## src/rtl/dphy_word_align.sv

```systemverilog
// Purpose : deskews per-lane D-PHY byte streams so each lane's first HS byte lands in the same output word.
// Latency : one byte_clk from the first cycle with every lane valid to valid_o; a word every cycle while locked.
// Backpressure: none; free-running stream, the consumer must accept a word every cycle valid_o is high.
// Optional: define DPHY_WORD_ALIGN_SKEW_ERR_EN to add the skew_err_o pulse output.
module dphy_word_align #(
  parameter int DATA_LANES = 4,
  parameter int MAX_SKEW   = 3
) (
  input  logic                    byte_clk_i,
  input  logic                    rst_i,
  input  logic                    enable_i,
  input  logic                    pkt_done_i,
  input  logic                    wait_for_sync_i,
  input  logic [DATA_LANES*8-1:0] byte_data_i,
  input  logic [DATA_LANES-1:0]   valid_i,
`ifdef DPHY_WORD_ALIGN_SKEW_ERR_EN
  output logic                    skew_err_o,
`endif
  output logic                    pkt_done_o,
  output logic [DATA_LANES*8-1:0] word_o,
  output logic                    valid_o
);

  localparam int CW = $clog2(MAX_SKEW + 2);

  typedef enum logic [1:0] {IDLE, HUNT, LOCKED, SKEW_ERR} state_t;

  state_t                  state;
  logic [7:0]              dly    [DATA_LANES][MAX_SKEW];
  logic [CW-1:0]           cnt    [DATA_LANES];
  logic [CW-1:0]           offset [DATA_LANES];
  logic                    all_vld;
  logic                    any_vld;
  logic                    skew_hit;
  logic [DATA_LANES*8-1:0] hunt_word;
  logic [DATA_LANES*8-1:0] lock_word;

  // Per-lane byte history; dly[n][k-1] is the byte k cycles old (tap k).
  always_ff @(posedge byte_clk_i or posedge rst_i) begin
    if (rst_i) begin
      for (int n = 0; n < DATA_LANES; n++)
        for (int k = 0; k < MAX_SKEW; k++)
          dly[n][k] <= '0;
    end else begin
      for (int n = 0; n < DATA_LANES; n++) begin
        dly[n][0] <= byte_data_i[n*8 +: 8];
        for (int k = 1; k < MAX_SKEW; k++)
          dly[n][k] <= dly[n][k-1];
      end
    end
  end

  // Tap selection: hunt_word uses the live counters (lock cycle), lock_word the latched offsets.
  always_comb begin
    all_vld   = &valid_i;
    any_vld   = |valid_i;
    skew_hit  = 1'b0;
    hunt_word = '0;
    lock_word = '0;
    for (int n = 0; n < DATA_LANES; n++) begin
      // A lane already MAX_SKEW cycles ahead that stays valid without the others would exceed the tap range.
      if (valid_i[n] && (cnt[n] == CW'(MAX_SKEW)))
        skew_hit = 1'b1;
      if (cnt[n] == '0)
        hunt_word[n*8 +: 8] = byte_data_i[n*8 +: 8];
      if (offset[n] == '0)
        lock_word[n*8 +: 8] = byte_data_i[n*8 +: 8];
      for (int k = 1; k <= MAX_SKEW; k++) begin
        if (cnt[n] == CW'(k))
          hunt_word[n*8 +: 8] = dly[n][k-1];
        if (offset[n] == CW'(k))
          lock_word[n*8 +: 8] = dly[n][k-1];
      end
    end
  end

  // Alignment FSM with registered word/valid/pkt_done (and optional skew error pulse).
  always_ff @(posedge byte_clk_i or posedge rst_i) begin
    if (rst_i) begin
      state      <= IDLE;
      word_o     <= '0;
      valid_o    <= 1'b0;
      pkt_done_o <= 1'b0;
`ifdef DPHY_WORD_ALIGN_SKEW_ERR_EN
      skew_err_o <= 1'b0;
`endif
      for (int n = 0; n < DATA_LANES; n++) begin
        cnt[n]    <= '0;
        offset[n] <= '0;
      end
    end else begin
      pkt_done_o <= enable_i & pkt_done_i;
      word_o     <= '0;
      valid_o    <= 1'b0;
`ifdef DPHY_WORD_ALIGN_SKEW_ERR_EN
      skew_err_o <= 1'b0;
`endif
      if (!enable_i) begin
        state <= IDLE;
        for (int n = 0; n < DATA_LANES; n++)
          cnt[n] <= '0;
      end else begin
        case (state)
          IDLE: begin
            for (int n = 0; n < DATA_LANES; n++)
              cnt[n] <= '0;
            if (wait_for_sync_i)
              state <= HUNT;
          end
          HUNT: begin
            if (all_vld) begin
              // Last-arriving lane has count 0; earlier lanes read older taps.
              for (int n = 0; n < DATA_LANES; n++)
                offset[n] <= cnt[n];
              word_o  <= hunt_word;
              valid_o <= 1'b1;
              state   <= LOCKED;
            end else begin
              for (int n = 0; n < DATA_LANES; n++)
                if (valid_i[n] && (cnt[n] != CW'(MAX_SKEW + 1)))
                  cnt[n] <= cnt[n] + CW'(1);
              if (skew_hit) begin
                state <= SKEW_ERR;
`ifdef DPHY_WORD_ALIGN_SKEW_ERR_EN
                skew_err_o <= 1'b1;
`endif
              end
            end
          end
          LOCKED: begin
            // The exit cycle's word is still delivered; valid drops afterwards.
            word_o  <= lock_word;
            valid_o <= 1'b1;
            if (pkt_done_i || !any_vld)
              state <= IDLE;
          end
          SKEW_ERR: begin
            if (!any_vld)
              state <= IDLE;
          end
          default: state <= IDLE;
        endcase
      end
    end
  end

endmodule

```

## config.mk

```make
export PLATFORM = sky130hd
export DESIGN_NAME = dphy_word_align
export DESIGN_NICKNAME = d
export VERILOG_FILES = /design/src/rtl/dphy_word_align.sv
export SDC_FILE = /design/constraint.sdc
export NUM_CORES = 1
export LEC_CHECK = 0
export CAP_MARGIN = 20
export CORE_ASPECT_RATIO = 1.4
export CORE_MARGIN = 4
export CORE_UTILIZATION = 50
export CTS_BUF_LIST = sky130_fd_sc_hd__clkbuf_8 sky130_fd_sc_hd__clkbuf_16
export DETAILED_ROUTE_END_ITERATION = 6
export PLACE_DENSITY_LB_ADDON = 0.15
export SYNTH_ARGS = -nofsm -noshare
export SYNTH_HDL_FRONTEND = slang
export SYNTH_SLANG_ARGS = --single-unit
```

## constraint.sdc

```tcl
create_clock -name byte_clk_i -period 6.3 [get_ports byte_clk_i]
set_input_delay 0.945 -clock byte_clk_i [delete_from_list [all_inputs] [get_ports byte_clk_i]]
set_output_delay 0.945 -clock byte_clk_i [all_outputs]
set_load 0.1 [all_outputs]
```

# Word level (Yosys, flattened, before mapping)
# Cells that the tools add are included.
# totals
register_bits,156
latch_bits,0
ramBits,0
mem_bits_ro,0
in_bits,41
word_cells,153
mem_count,0
# op_classes
add_sub_neg,4
n_mul,0
n_div,0
n_lt_le_gt_ge,0
n_eq_ne,41
n_shift,0
mux,56
bitwise,1
reduce_logical,27
# ops
operator,count
8-bit two-way mux,32
32-bit two-way mux,2
32-bit case mux with 2 select lines,1
3-bit by 2-bit equality test with 1-bit output (second input constant),16
3-bit != test (second input constant),12
3-bit by 1-bit equality test with 1-bit output (second input constant),8
3-bit logical NOT,8
12-bit two-way mux,2
12-bit case mux with 2 select lines,1
3-bit by 1-bit adder with 3-bit output (second input constant),4
2-bit two-way mux,6
3-bit two-way mux,4
3-bit AND reduction,4
1-bit logical AND,8
2-bit case mux with 4 select lines,1
4-bit AND reduction,2
1-bit two-way mux,6
6-bit AND reduction,1
2-bit equality test (second input constant),2
4-bit != test (second input constant),1
4-bit OR reduction,1
3-bit by 1-bit != test with 1-bit output (second input constant),1
2-bit by 1-bit equality test with 1-bit output (second input constant),1
2-bit logical NOT,1
4 further kinds,4

# Depth between registers and ports, before layout
# logic_depth
ltp_word,10
ltp_mapped,8
ltp_nobuf,6

# Worst setup path before layout
# No wires, ideal clock.
# synth_path
kind,input -> register
start,input enable_i
end,register word_o[0]
setup_time_ns,0.067
arrival_ns,1.929
required_ns,6.233
path_slack_ns,4.304
path_stages,5
path_buffers,1
cell_sequence,buf_4 > nand3_2 > nor4_4 > a32oi_1 > nand2_1
# synth_between
elab_chain_cells,1
# synth_rtl
element,line_no,rtl
from (decl),11,"input logic enable_i,"
32-bit two-way mux,98,if (!enable_i) begin
to (signal assigned),115,word_o <= hunt_word;
to (signal assigned),132,word_o <= lock_word;
to (decl),20,"output logic [DATA_LANES*8-1:0] word_o,"
# No other way between the ends.
# A chain may end at the register's enable or synchronous reset.

# Worst setup path in the final report
# layout_path
start,input enable_i
end,register offset[8] in the netlist's numbering
# layout_between
elab_chain_cells,1
# layout_rtl
element,line_no,rtl
6-bit AND reduction (no line),--,
"to (signal, indexed assignment)",114,offset[n] <= cnt[n];
to (decl),31,logic [CW-1:0] offset [DATA_LANES];
# No other way between the ends.

==> results.json <==
{
  "async_reset_ff_frac": 1.00,
  "critPathRequiredTime_ns": 6.62,
  "grt_max_degree": 96,
  "drc_errors": 0,
  "yosys.area.top_type": "dfrtp_1",
  "fin_skew_ns": 0.00773,
  "cts_buffer_depth": 2,
  "drtIter0Drc": 312,
  "hold_ws_ns": 0.389,
  "pin_count": 75,
  "crit_fanout": 20,
  "gp_congestion": 0.798,
  "post-cts-setup-buffers": 0,
  "finalHoldViolations": 0,
  "worst_pin_slew_ns": 0.997,
  "synth_top_family_by_area": "compound AO/OA/AOI/OAI gates",
  "grt_usage": 0.217,
  "hp-class": "register to register",
  "worst-path-buf-inv": 1,
  "synth_fa_ha_area_frac": 0.0417,
  "vias_per_cell": 6.00,
  "synthTopCellsByCount": "dfrtp_1, nand2_1, o21ai_0",
  "synth.area.mux_share": 0.0717,
  "synth-seq-cells": 156,
  "coreArea_mm2": 0.0140,
  "worstSetupEndpointType": "register",
  "syn_avg_cell_area_um2": 11.7,
  "rsz0062_at_grt": "no",
  "max-vdd-ir-drop_v": 0.000213,
  "slew_violations": 0,
  "antenna_left": 0,
  "multi_input_area_mm2": 0.00304,
  "rr_worst_depth": 5,
  "clkTransAtPathRegs_ns": 0.06,
  "worst-setup-path-type": "input port to register",
  "synth.most_common_cell": "dfrtp_1",
  "synthSimpleGateAreaFrac": 0.112,
  "ys.warnings.count": 0,
  "timing.fmax_mhz": 320,
  "vias": 5235,
  "cts_hold_buf": 0,
  "row_count": 51,
  "area.sequential_mm2": 0.00390,
  "finalWorstSetupSlack_ns": 3.18,
  "avgRoutedWirePerCell_um": 19.2,
  "drt-total-wl_um": 16800,
  "slew_headroom": 0.333,
  "crit_slowest_cell": "clkdlybuf4s50_1",
  "synthTopCellsByArea": "dfrtp_1, mux2_2, o221a_2, ha_1, o21ai_0",
  "synth_edf_count": 0,
  "critPathTopFamily": "simple AND/OR/NAND/NOR gates",
  "start_kind": "input port",
  "dp_slack_ns": 2.78,
  "synth-xor-area-share": 0.00243,
  "syn_inst": 615,
  "start_util": 0.512,
  "clk-insertion-delay-late_ns": 0.43,
  "dpl.hpwl_um": 10800,
  "cts.sink_count": 156,
  "syn_nets": 680,
  "die_w_um": 109,
  "utilization": 0.613,
  "first_pass_iters": 4,
  "gr-total-overflow": 0,
  "hold_depth": 0,
  "outcome": "completed",
  "dieArea_mm2": 0.0164,
  "netlist_area_mm2": 0.00719,
  "ys_types": 45,
  "fill_cells": 1150,
  "antenna_found_initial": 0,
  "antenna-diode-count": 0,
  "grt_pass1_wl_um": 27800,
  "cts_inserted_buffers": 17,
  "finalCritPeriodShare": 0.495,
  "synth.top_cell.area_share": 0.543,
  "timing.critical_path.arrival_ns": 3.44,
  "fin_crit_ns": 3.12,
  "layout.nets": 739,
  "power_uw": 2520,
  "cts_resized": 0,
  "crit_cells": 4,
  "crit_path_cell_trace": "clkdlybuf4s50_1, nand2_1, nor2_2, mux2_2",
  "grt_pass1_vias": 5562,
  "tns_ns": 0,
  "power_leakage_uw": 0.00372,
  "cts_tree": "built",
  "setup_violations": 0,
  "p_per_area_mw_per_mm2": 293,
  "cap_violations": 0,
  "max_stage_delay_ns": 0.91,
  "areaGrowthSynthToFinish_pct": 19.5,
  "seq_area_frac_synth": 0.543,
  "root_buffer": "clkbuf_16",
  "cts_max_level": 4,
  "synth-main-ff-cell": "dfrtp_1",
  "portBuffers": 74,
  "die_y_um": 150,
  "synth-compound-area-share": 0.196,
  "drive_gt1_frac": 0.156
}
==> per-stage QoR <==
step | instance area (µm²) | instances
detailed placement | 8030 | 840
floorplan | 7190 | 615
global route | 8600 | 872
CTS | 8600 | 872
finish | 8600 | 872
global placement | 8030 | 840
==> final timing paths <==
kind / start / endpoint / slack (ns)
setup / recovery: enable_i / offset[8]$_DFFE_PP0P_ / 3.18
hold / removal: dly[33]$_DFF_PP0_ / dly[25]$_DFF_PP0_ / 0.39
setup reg to reg: state[1]$_DFFE_PP0P_ / offset[8]$_DFFE_PP0P_ / 3.75
hold reg to reg: dly[33]$_DFF_PP0_ / dly[25]$_DFF_PP0_ / 0.39
max in group asynchronous: rst_i / dly[65]$_DFF_PP0_ / 3.97
min in group asynchronous: rst_i / word_o[16]$_DFF_PP0_ / 1.08
==> state kept, by name (all words and copies together) (netlist names) <==
| register | cells |
|---|---|
| state | 2 |
| dly | 96 |
| valid_o | 1 |
| word_o | 32 |
| cnt | 12 |
| offset | 12 |
| pkt_done_o | 1 |
==> per-layer routing <==
| metal | track usage | share of wire |
|---|---|---|
| met5 | 0 | 0 |
| met2 | 0.373 | 0.52 |
| met1 | 0.271 | 0.42 |
| met4 | 0.0680 | 0.011 |
| met3 | 0.0505 | 0.045 |
==> layout by cell type, fill, tap and decap left out, types with 9 or more instances in the layout <==
| cell | netlist | layout |
|---|---|---|
| o21ai_0 | 57 | 57 |
| mux2_1 | 10 | 10 |
| clkdlybuf4s50_1 | 0 | 74 |
| o2bb2ai_1 | 9 | 9 |
| dfrtp_1 | 156 | 156 |
| nand2_1 | 62 | 62 |
| a21oi_1 | 30 | 30 |
| inv_1 | 25 | 29 |
| o221a_2 | 32 | 32 |
| a32oi_1 | 28 | 28 |
| clkbuf_16 | 0 | 17 |
| mux2_2 | 34 | 34 |
| ha_1 | 24 | 24 |
| nand2b_1 | 35 | 35 |
==> area by class of cell <==
class / instances / area share
clock buffers: 20 / 0.0543
clock inverters: 12 / 0.0124
inverters: 25 / 0.0115
multi-input cells: 399 / 0.354
flip-flops and latches: 156 / 0.454
well taps: 185 / 0.0269
repair buffers: 75 / 0.0870
==> worst register-to-register path, delay by kind of cell, from the launching register on <==
| family | cells | cell delay (ns) |
|---|---|---|
| fa+ha+maj | 1 | 0.42 |
| buf+inv | 1 | 0.10 |
| flops | 1 | 0.42 |
| mux | 1 | 0.41 |
| simple gates | 2 | 1.08 |
==> power by group <==
| part | total (µW) | internal [µW] | leakage [µW] | switching, µW |
|---|---|---|---|---|
| Combinational | 429 | 149 | 0.00146 | 280 |
| Clock | 990 | 603 | 0.000302 | 386 |
| Sequential | 1100 | 1050 | 0.00195 | 47.3 |
==> cell families (layout without fill, tap and decap cells) <==
| kind of cell | Yosys count | count (layout) |
|---|---|---|
| AND/OR/NAND/NOR | 137 | 137 |
| multiplexers | 46 | 46 |
| AO/OA/AOI/OAI | 190 | 190 |
| flip-flops | 156 | 156 |
| buffers and inverters | 60 | 132 |
| adder cells (fa/ha/maj) | 24 | 24 |
| XOR/XNOR | 2 | 2 |
Note: power is estimated with default switching activity, not from simulation.
